`src/rtl/io_uart.sv`:
```
// Byte-stream UART bridge: core io_out bytes go through a TX FIFO onto uart_tx (8N1),
// uart_rx frames are deserialised into an RX FIFO offered on io_in; line errors on io_err.
module io_uart #(
  parameter int CLK_PER_BIT = 868,
  parameter int FIFO_DEPTH  = 16
) (
  input  logic       clk,
  input  logic       rstn,
  input  logic [7:0] io_out_data,
  input  logic       io_out_vld,
  output logic       io_out_rdy,
  output logic [7:0] io_in_data,
  output logic       io_in_vld,
  input  logic       io_in_rdy,
  output logic [4:0] io_err,
  input  logic       uart_rx,
  output logic       uart_tx
);

  localparam int AW = $clog2(FIFO_DEPTH);
  localparam int PW = AW + 1;
  localparam int CW = $clog2(CLK_PER_BIT);
  localparam logic [CW-1:0] BIT_LAST  = CW'(CLK_PER_BIT - 1);
  localparam logic [CW-1:0] HALF_LAST = CW'(CLK_PER_BIT / 2 - 1);

  typedef enum logic [1:0] {TX_IDLE, TX_START, TX_DATA, TX_STOP} tx_state_e;
  typedef enum logic [1:0] {RX_IDLE, RX_START, RX_DATA, RX_STOP} rx_state_e;

  // ---------------- TX FIFO ----------------
  logic [7:0]    txf_mem [FIFO_DEPTH];
  logic [PW-1:0] txf_wptr_q, txf_wptr_d, txf_rptr_q, txf_rptr_d;
  logic          txf_full, txf_empty, txf_push, txf_pop;

  assign txf_full   = (txf_wptr_q[AW] != txf_rptr_q[AW]) &&
                      (txf_wptr_q[AW-1:0] == txf_rptr_q[AW-1:0]);
  assign txf_empty  = (txf_wptr_q == txf_rptr_q);
  assign io_out_rdy = !txf_full;
  assign txf_push   = io_out_vld && !txf_full;
  assign txf_wptr_d = txf_wptr_q + PW'(txf_push);
  assign txf_rptr_d = txf_rptr_q + PW'(txf_pop);

  always_ff @(posedge clk) begin
    if (txf_push) txf_mem[txf_wptr_q[AW-1:0]] <= io_out_data;
  end

  // ---------------- TX FSM ----------------
  tx_state_e     tx_state_q, tx_state_d;
  logic [CW-1:0] tx_cnt_q, tx_cnt_d;
  logic [2:0]    tx_idx_q, tx_idx_d;
  logic [7:0]    tx_sh_q, tx_sh_d;
  logic          uart_tx_q, uart_tx_d;

  always_comb begin
    tx_state_d = tx_state_q;
    tx_cnt_d   = tx_cnt_q;
    tx_idx_d   = tx_idx_q;
    tx_sh_d    = tx_sh_q;
    uart_tx_d  = uart_tx_q;
    txf_pop    = 1'b0;
    case (tx_state_q)
      TX_IDLE: begin
        if (!txf_empty) begin
          txf_pop    = 1'b1;
          tx_sh_d    = txf_mem[txf_rptr_q[AW-1:0]];
          tx_cnt_d   = BIT_LAST;
          uart_tx_d  = 1'b0;
          tx_state_d = TX_START;
        end
      end
      TX_START: begin
        if (tx_cnt_q == '0) begin
          uart_tx_d  = tx_sh_q[0];
          tx_sh_d    = {1'b0, tx_sh_q[7:1]};
          tx_idx_d   = '0;
          tx_cnt_d   = BIT_LAST;
          tx_state_d = TX_DATA;
        end else begin
          tx_cnt_d = tx_cnt_q - CW'(1);
        end
      end
      TX_DATA: begin
        if (tx_cnt_q == '0) begin
          tx_cnt_d = BIT_LAST;
          if (tx_idx_q == 3'd7) begin
            uart_tx_d  = 1'b1;
            tx_state_d = TX_STOP;
          end else begin
            uart_tx_d = tx_sh_q[0];
            tx_sh_d   = {1'b0, tx_sh_q[7:1]};
            tx_idx_d  = tx_idx_q + 3'd1;
          end
        end else begin
          tx_cnt_d = tx_cnt_q - CW'(1);
        end
      end
      TX_STOP: begin
        if (tx_cnt_q == '0) begin
          // Chain straight into the next start bit so queued bytes leave without a gap.
          if (!txf_empty) begin
            txf_pop    = 1'b1;
            tx_sh_d    = txf_mem[txf_rptr_q[AW-1:0]];
            tx_cnt_d   = BIT_LAST;
            uart_tx_d  = 1'b0;
            tx_state_d = TX_START;
          end else begin
            tx_state_d = TX_IDLE;
          end
        end else begin
          tx_cnt_d = tx_cnt_q - CW'(1);
        end
      end
      default: tx_state_d = TX_IDLE;
    endcase
  end

  always_ff @(posedge clk or negedge rstn) begin
    if (!rstn) begin
      tx_state_q <= TX_IDLE;
      tx_cnt_q   <= '0;
      tx_idx_q   <= '0;
      tx_sh_q    <= '0;
      uart_tx_q  <= 1'b1;
      txf_wptr_q <= '0;
      txf_rptr_q <= '0;
    end else begin
      tx_state_q <= tx_state_d;
      tx_cnt_q   <= tx_cnt_d;
      tx_idx_q   <= tx_idx_d;
      tx_sh_q    <= tx_sh_d;
      uart_tx_q  <= uart_tx_d;
      txf_wptr_q <= txf_wptr_d;
      txf_rptr_q <= txf_rptr_d;
    end
  end

  assign uart_tx = uart_tx_q;

  // ---------------- RX FSM ----------------
  logic          sync1_q, sync2_q, prev_q;
  rx_state_e     rx_state_q, rx_state_d;
  logic [CW-1:0] rx_cnt_q, rx_cnt_d;
  logic [2:0]    rx_idx_q, rx_idx_d;
  logic [7:0]    rx_sh_q, rx_sh_d;
  logic          rx_done_q, rx_done_d, rx_stop_q, rx_stop_d;

  always_comb begin
    rx_state_d = rx_state_q;
    rx_cnt_d   = rx_cnt_q;
    rx_idx_d   = rx_idx_q;
    rx_sh_d    = rx_sh_q;
    rx_done_d  = 1'b0;
    rx_stop_d  = rx_stop_q;
    case (rx_state_q)
      RX_IDLE: begin
        if (prev_q && !sync2_q) begin
          rx_cnt_d   = HALF_LAST;
          rx_state_d = RX_START;
        end
      end
      RX_START: begin
        if (rx_cnt_q == '0) begin
          rx_cnt_d   = BIT_LAST;
          rx_idx_d   = '0;
          rx_state_d = sync2_q ? RX_IDLE : RX_DATA;
        end else begin
          rx_cnt_d = rx_cnt_q - CW'(1);
        end
      end
      RX_DATA: begin
        if (rx_cnt_q == '0) begin
          rx_sh_d  = {sync2_q, rx_sh_q[7:1]};
          rx_cnt_d = BIT_LAST;
          if (rx_idx_q == 3'd7) rx_state_d = RX_STOP;
          else                  rx_idx_d   = rx_idx_q + 3'd1;
        end else begin
          rx_cnt_d = rx_cnt_q - CW'(1);
        end
      end
      RX_STOP: begin
        if (rx_cnt_q == '0) begin
          rx_done_d  = 1'b1;
          rx_stop_d  = sync2_q;
          rx_state_d = RX_IDLE;
        end else begin
          rx_cnt_d = rx_cnt_q - CW'(1);
        end
      end
      default: rx_state_d = RX_IDLE;
    endcase
  end

  // ---------------- RX FIFO and error flags ----------------
  logic [7:0]    rxf_mem [FIFO_DEPTH];
  logic [PW-1:0] rxf_wptr_q, rxf_wptr_d, rxf_rptr_q, rxf_rptr_d;
  logic          rxf_full, rxf_push, rxf_pop, rx_good;
  logic          rx_vld_q, rx_vld_d;
  logic [7:0]    rx_data_q;
  logic [2:0]    err_q, err_d;

  assign rxf_full   = (rxf_wptr_q[AW] != rxf_rptr_q[AW]) &&
                      (rxf_wptr_q[AW-1:0] == rxf_rptr_q[AW-1:0]);
  assign rxf_pop    = rx_vld_q && io_in_rdy;
  assign rx_good    = rx_done_q && rx_stop_q;
  assign rxf_push   = rx_good && (!rxf_full || rxf_pop);
  assign rxf_wptr_d = rxf_wptr_q + PW'(rxf_push);
  assign rxf_rptr_d = rxf_rptr_q + PW'(rxf_pop);
  // The valid flag sees a push one cycle late but a pop immediately.
  assign rx_vld_d   = (rxf_wptr_q != rxf_rptr_d);

  always_comb begin
    err_d    = err_q;
    err_d[0] = err_q[0] | (rx_done_q && !rx_stop_q);
    err_d[1] = err_q[1] | (rx_good && rxf_full && !rxf_pop);
    err_d[2] = err_q[2] | (rx_done_q && !rx_stop_q && (rx_sh_q == 8'h00));
  end

  always_ff @(posedge clk) begin
    if (rxf_push) rxf_mem[rxf_wptr_q[AW-1:0]] <= rx_sh_q;
  end

  always_ff @(posedge clk or negedge rstn) begin
    if (!rstn) begin
      sync1_q    <= 1'b1;
      sync2_q    <= 1'b1;
      prev_q     <= 1'b1;
      rx_state_q <= RX_IDLE;
      rx_cnt_q   <= '0;
      rx_idx_q   <= '0;
      rx_sh_q    <= '0;
      rx_done_q  <= 1'b0;
      rx_stop_q  <= 1'b0;
      rxf_wptr_q <= '0;
      rxf_rptr_q <= '0;
      rx_vld_q   <= 1'b0;
      rx_data_q  <= '0;
      err_q      <= '0;
    end else begin
      sync1_q    <= uart_rx;
      sync2_q    <= sync1_q;
      prev_q     <= sync2_q;
      rx_state_q <= rx_state_d;
      rx_cnt_q   <= rx_cnt_d;
      rx_idx_q   <= rx_idx_d;
      rx_sh_q    <= rx_sh_d;
      rx_done_q  <= rx_done_d;
      rx_stop_q  <= rx_stop_d;
      rxf_wptr_q <= rxf_wptr_d;
      rxf_rptr_q <= rxf_rptr_d;
      rx_vld_q   <= rx_vld_d;
      rx_data_q  <= rxf_mem[rxf_rptr_d[AW-1:0]];
      err_q      <= err_d;
    end
  end

  assign io_in_vld  = rx_vld_q;
  assign io_in_data = rx_data_q;
  assign io_err     = {1'b0, rxf_full, err_q};

endmodule

```
`config.mk`:
```
export PLATFORM = sky130hd
export DESIGN_NAME = io_uart
export DESIGN_NICKNAME = d
export VERILOG_FILES = /design/src/rtl/io_uart.sv
export SDC_FILE = /design/constraint.sdc
export NUM_CORES = 1
export LEC_CHECK = 0
export BUFFER_PORTS_ARGS = -buffer_cell sky130_fd_sc_hd__buf_2
export CAP_MARGIN = 20
export CORE_UTILIZATION = 35
export CTS_BUF_LIST = sky130_fd_sc_hd__clkbuf_4
export CTS_CLUSTER_DIAMETER = 120
export DETAILED_ROUTE_END_ITERATION = 8
export HOLD_SLACK_MARGIN = 0.03
export PLACE_DENSITY_LB_ADDON = 0.12
export SLEW_MARGIN = 10
export SYNTH_ARGS = -nofsm -noshare
export SYNTH_HDL_FRONTEND = slang
export SYNTH_SLANG_ARGS = --single-unit
```
`constraint.sdc`:
```
create_clock -name clk -period 3.1 [get_ports clk]
set_clock_uncertainty 0.05 [all_clocks]
set_input_delay 0.93 -clock clk [delete_from_list [all_inputs] [get_ports clk]]
set_output_delay 0.93 -clock clk [all_outputs]
set_load 0.03 [all_outputs]
```
==> summary.md <==
| Metric | Value |
|---|---|
| Placer congestion estimate | `0.754` |
| Via count | `between 8,000 and 9,000` |
| Commonest cells after routing, fill and taps aside | `256 x edfxtp_1, 140 x clkbuf_4, 75 x dfrtp_1, 64 x nand2_1, 58 x buf_4` |
| H-tree levels | `3` |
| Hold buffer count at CTS | `0` |
| Vias per std cell | `~5` |
| Yosys Warn Count | `0` |
| Max-Cap Viols | `0` |
| Die height | `204 um` |
| Number of global-route vias before repair | `8,628` |
| GRT overflow | `0` |
| Arr. time, crit path | `2.03 ns` |
| Die outline width | `204 um` |
| Min-Delay Path Class | `in2async` |
| Crit Path Category | `reg2out` |
| RR Startpoint | `tx_cnt_q[0]` |
| P&R area growth vs syn | `17.0%` |
| Final cell utilization of the core | `between 40% and 50%` |
| DRT Wirelength | `31.8 mm` |
| Initial cell density of the core | `35.6%` |
| DRT iter0 DRCs | `between 400 and 500` |
| Initial antenna violation count | `2` |
| Power, Total | `approximately 16 mW` |
| FF-to-FF path depth | `10` |
| RSZ-0062 raised after global routing | `yes` |
| Top FF cell, synth | `edfxtp_1` |
| Endpoints failing setup | `0` |
| First-pass DRT Iterations | `4` |
| Sequential-to-total area share from yosys stat | `68.8%` |
| Crit Path Max Fanout | `2` |
| Synth async-reset ratio | `24.7%` |
| Post-Syn Instances | `892` |
| Post-synth top area share | `a little over half` |
| Power Density | `933 nW/um^2` |
| Area contributors post-synth | `edfxtp_1 54%, dfrtp_1 14%, mux4_2 8.7%, ha_1 2.2%, nand2_1 1.7%` |
| Largest net degree at the start of global routing | `45` |
| Worst Setup Start Kind | `register` |
| Most common cell after layout, fill and taps aside | `edfxtp_1` |
| EDFF count, synth | `roughly 260` |
| Row count | `73` |
| Residual DRC count | `0` |
| Post-route ant nets | `0` |
| Critical path startpoint | `txf_rptr_q[3]` |
| Max Slew Vio Count | `0` |
| Cell Area, Synth | `14,200 sq um` |
| Global-route wire length before repair | `50.2 mm` |
| Total GRT Usage | `16.1%` |
| Lkg Pwr | `6.18 nW` |
| Area leader, netlist | `edfxtp_1` |
| Synth Area per Inst | `about 16 sq um` |
| FF+latch count, synth | `340` |
| Outcome | `completed` |
| Crit end category | `output port` |
| Mapped Nets | `930` |
| Die area | `41,500 sq um` |
| Clock Tree Buf Depth | `3` |
| Fin nets | `1,070` |
| Port Buffers | `27` |
| F_max | `about 0.33 GHz` |
| Top-Level Pins | `29` |
| CTS root buf | `clkbuf_4` |
| DP HPWL | `19.9 mm` |
| Clk sinks | `340` |
| Final Hold Vio Count | `0` |
| Worst skew pair latency | `about 0.79 ns` |
| Worst slew margin | `32.9%` |
| CTS tree | `done` |
| Post-synthesis cell type count | `67` |
| Drt wl/cell | `19.4 um` |
| CP required | `roughly 2.1 ns` |
| Fin crit period | `3.01 ns` |
| CTS Buf Count | `94` |
| Clock-pin slew of the registers on the worst-case setup and hold paths | `0.06 ns` |
| Core ar. | `39,900 sq um` |
| VDD IR-drop max | `0.468 mV` |
| Worst-margin pin slew | `1.00 ns` |
| Ratio of cells with drive above 1 in the final layout | `approximately 30%` |
| Final worst path period share | `97.1%` |
## area by class of cell
type                            count  area, sq um
Antenna cell                        2         5.00
Clock buffer                      140         1050
Clock inverter                     33          198
Fill cell                        3652        23300
Inverter                           27          101
Multi-Input combinational cell    480         4170
Sequential cell                   340         9800
Tap cell                          525          657
Timing Repair Buffer               89          654
## where the power goes
group	switching (mW)	internal, mW	total, mW
Sequential	0.387	5.48	5.86
Combinational	3.14	2.37	5.51
Clock	1.91	2.24	4.15
## timing repair
action                     in CTS  in global routing
buffers inserted                3                  0
pin swaps                       2                  3
hold endpoints to repair        0                  0
gates resized for setup         9                  5
setup endpoints to repair       2                  2
## flip-flops by register name (all words and copies together), names as in the netlist, 8 cells and up, named ones only
| name | flops |
|---|---|
| rxf_mem | 128 |
| tx_sh_q | 8 |
| rx_sh_q | 8 |
| rx_cnt_q | 10 |
| io_in_data | 8 |
| txf_mem | 128 |
| tx_cnt_q | 10 |
## critical path, stage by stage, from the launching register on
cell,delay [ns]
dfrtp_1,0.42
xor2_2,0.18
nor4_4,0.31
buf_6,0.15
nand2_4,0.05
buf_6,0.15
## cell families after synthesis
family	synth area share [%]
AO/OA/AOI/OAI	6.72
XOR/XNOR	1.79
flip-flops	68.8
AND/OR/NAND/NOR	7.43
multiplexers	10.9
adder cells (fa/ha/maj)	2.20
buffers and inverters	2.13
other	0.0264
## synthesized netlist by cell type (all sizes together), types with 4 or more instances
master / instances
o22ai: 8
edfxtp: 256
inv: 25
mux2: 12
or3: 8
nor3: 32
a32o: 8
nand3: 14
nor4: 13
nand2: 65
nor2: 28
buf: 16
a21oi: 25
a22oi: 9
mux2i: 17
dfstp: 4
a211oi: 14
a21o: 6
nand2b: 9
dfrtp: 80
nand3b: 7
and3: 8
xor2: 13
a31oi: 12
mux4: 55
clkbuf: 29
o21ai: 18
xnor2: 16
ha: 25
or3b: 4
o31ai: 8
a22o: 4
## stage by stage
stage          setup slack, ns  hold WS [ns]  TNS (ns)  std cells  instance area, sq um
6_report                0.0898         0.111         0       1636                 16600
5_1_grt                -0.0790        0.0547   -0.0806       1636                 16600
4_1_cts                -0.0377        0.0383   -0.0377       1633                 16600
3_5_place_dp             0.168         0.297         0       1457                 15300
3_3_place_gp             0.198         0.300         0       1457                 15300
2_1_floorplan           0.0750         0.295         0        892                 14200
## routing by layer
layer | share of wire [%] | vias to the layer above | GRT usage [%]
li1 | - | 3846 | -
met1 | 45 | 4078 | 21.0
met2 | 48 | 176 | 25.8
met3 | 4.7 | 57 | 4.15
met4 | 2.0 | 0 | 6.18
met5 | 0 | - | 0
## path summary, 6_finish.rpt
check                                 to  slack (ns)
max                           io_out_rdy        0.09
min                            io_in_vld        0.11
max reg2reg                txf_rptr_q[4]        0.51
min reg2reg                      sync2_q        0.31
max in group asynchronous    tx_cnt_q[7]        2.20
min in group clk                 sync1_q        0.19
Note: power is estimated with default switching activity, not from simulation.
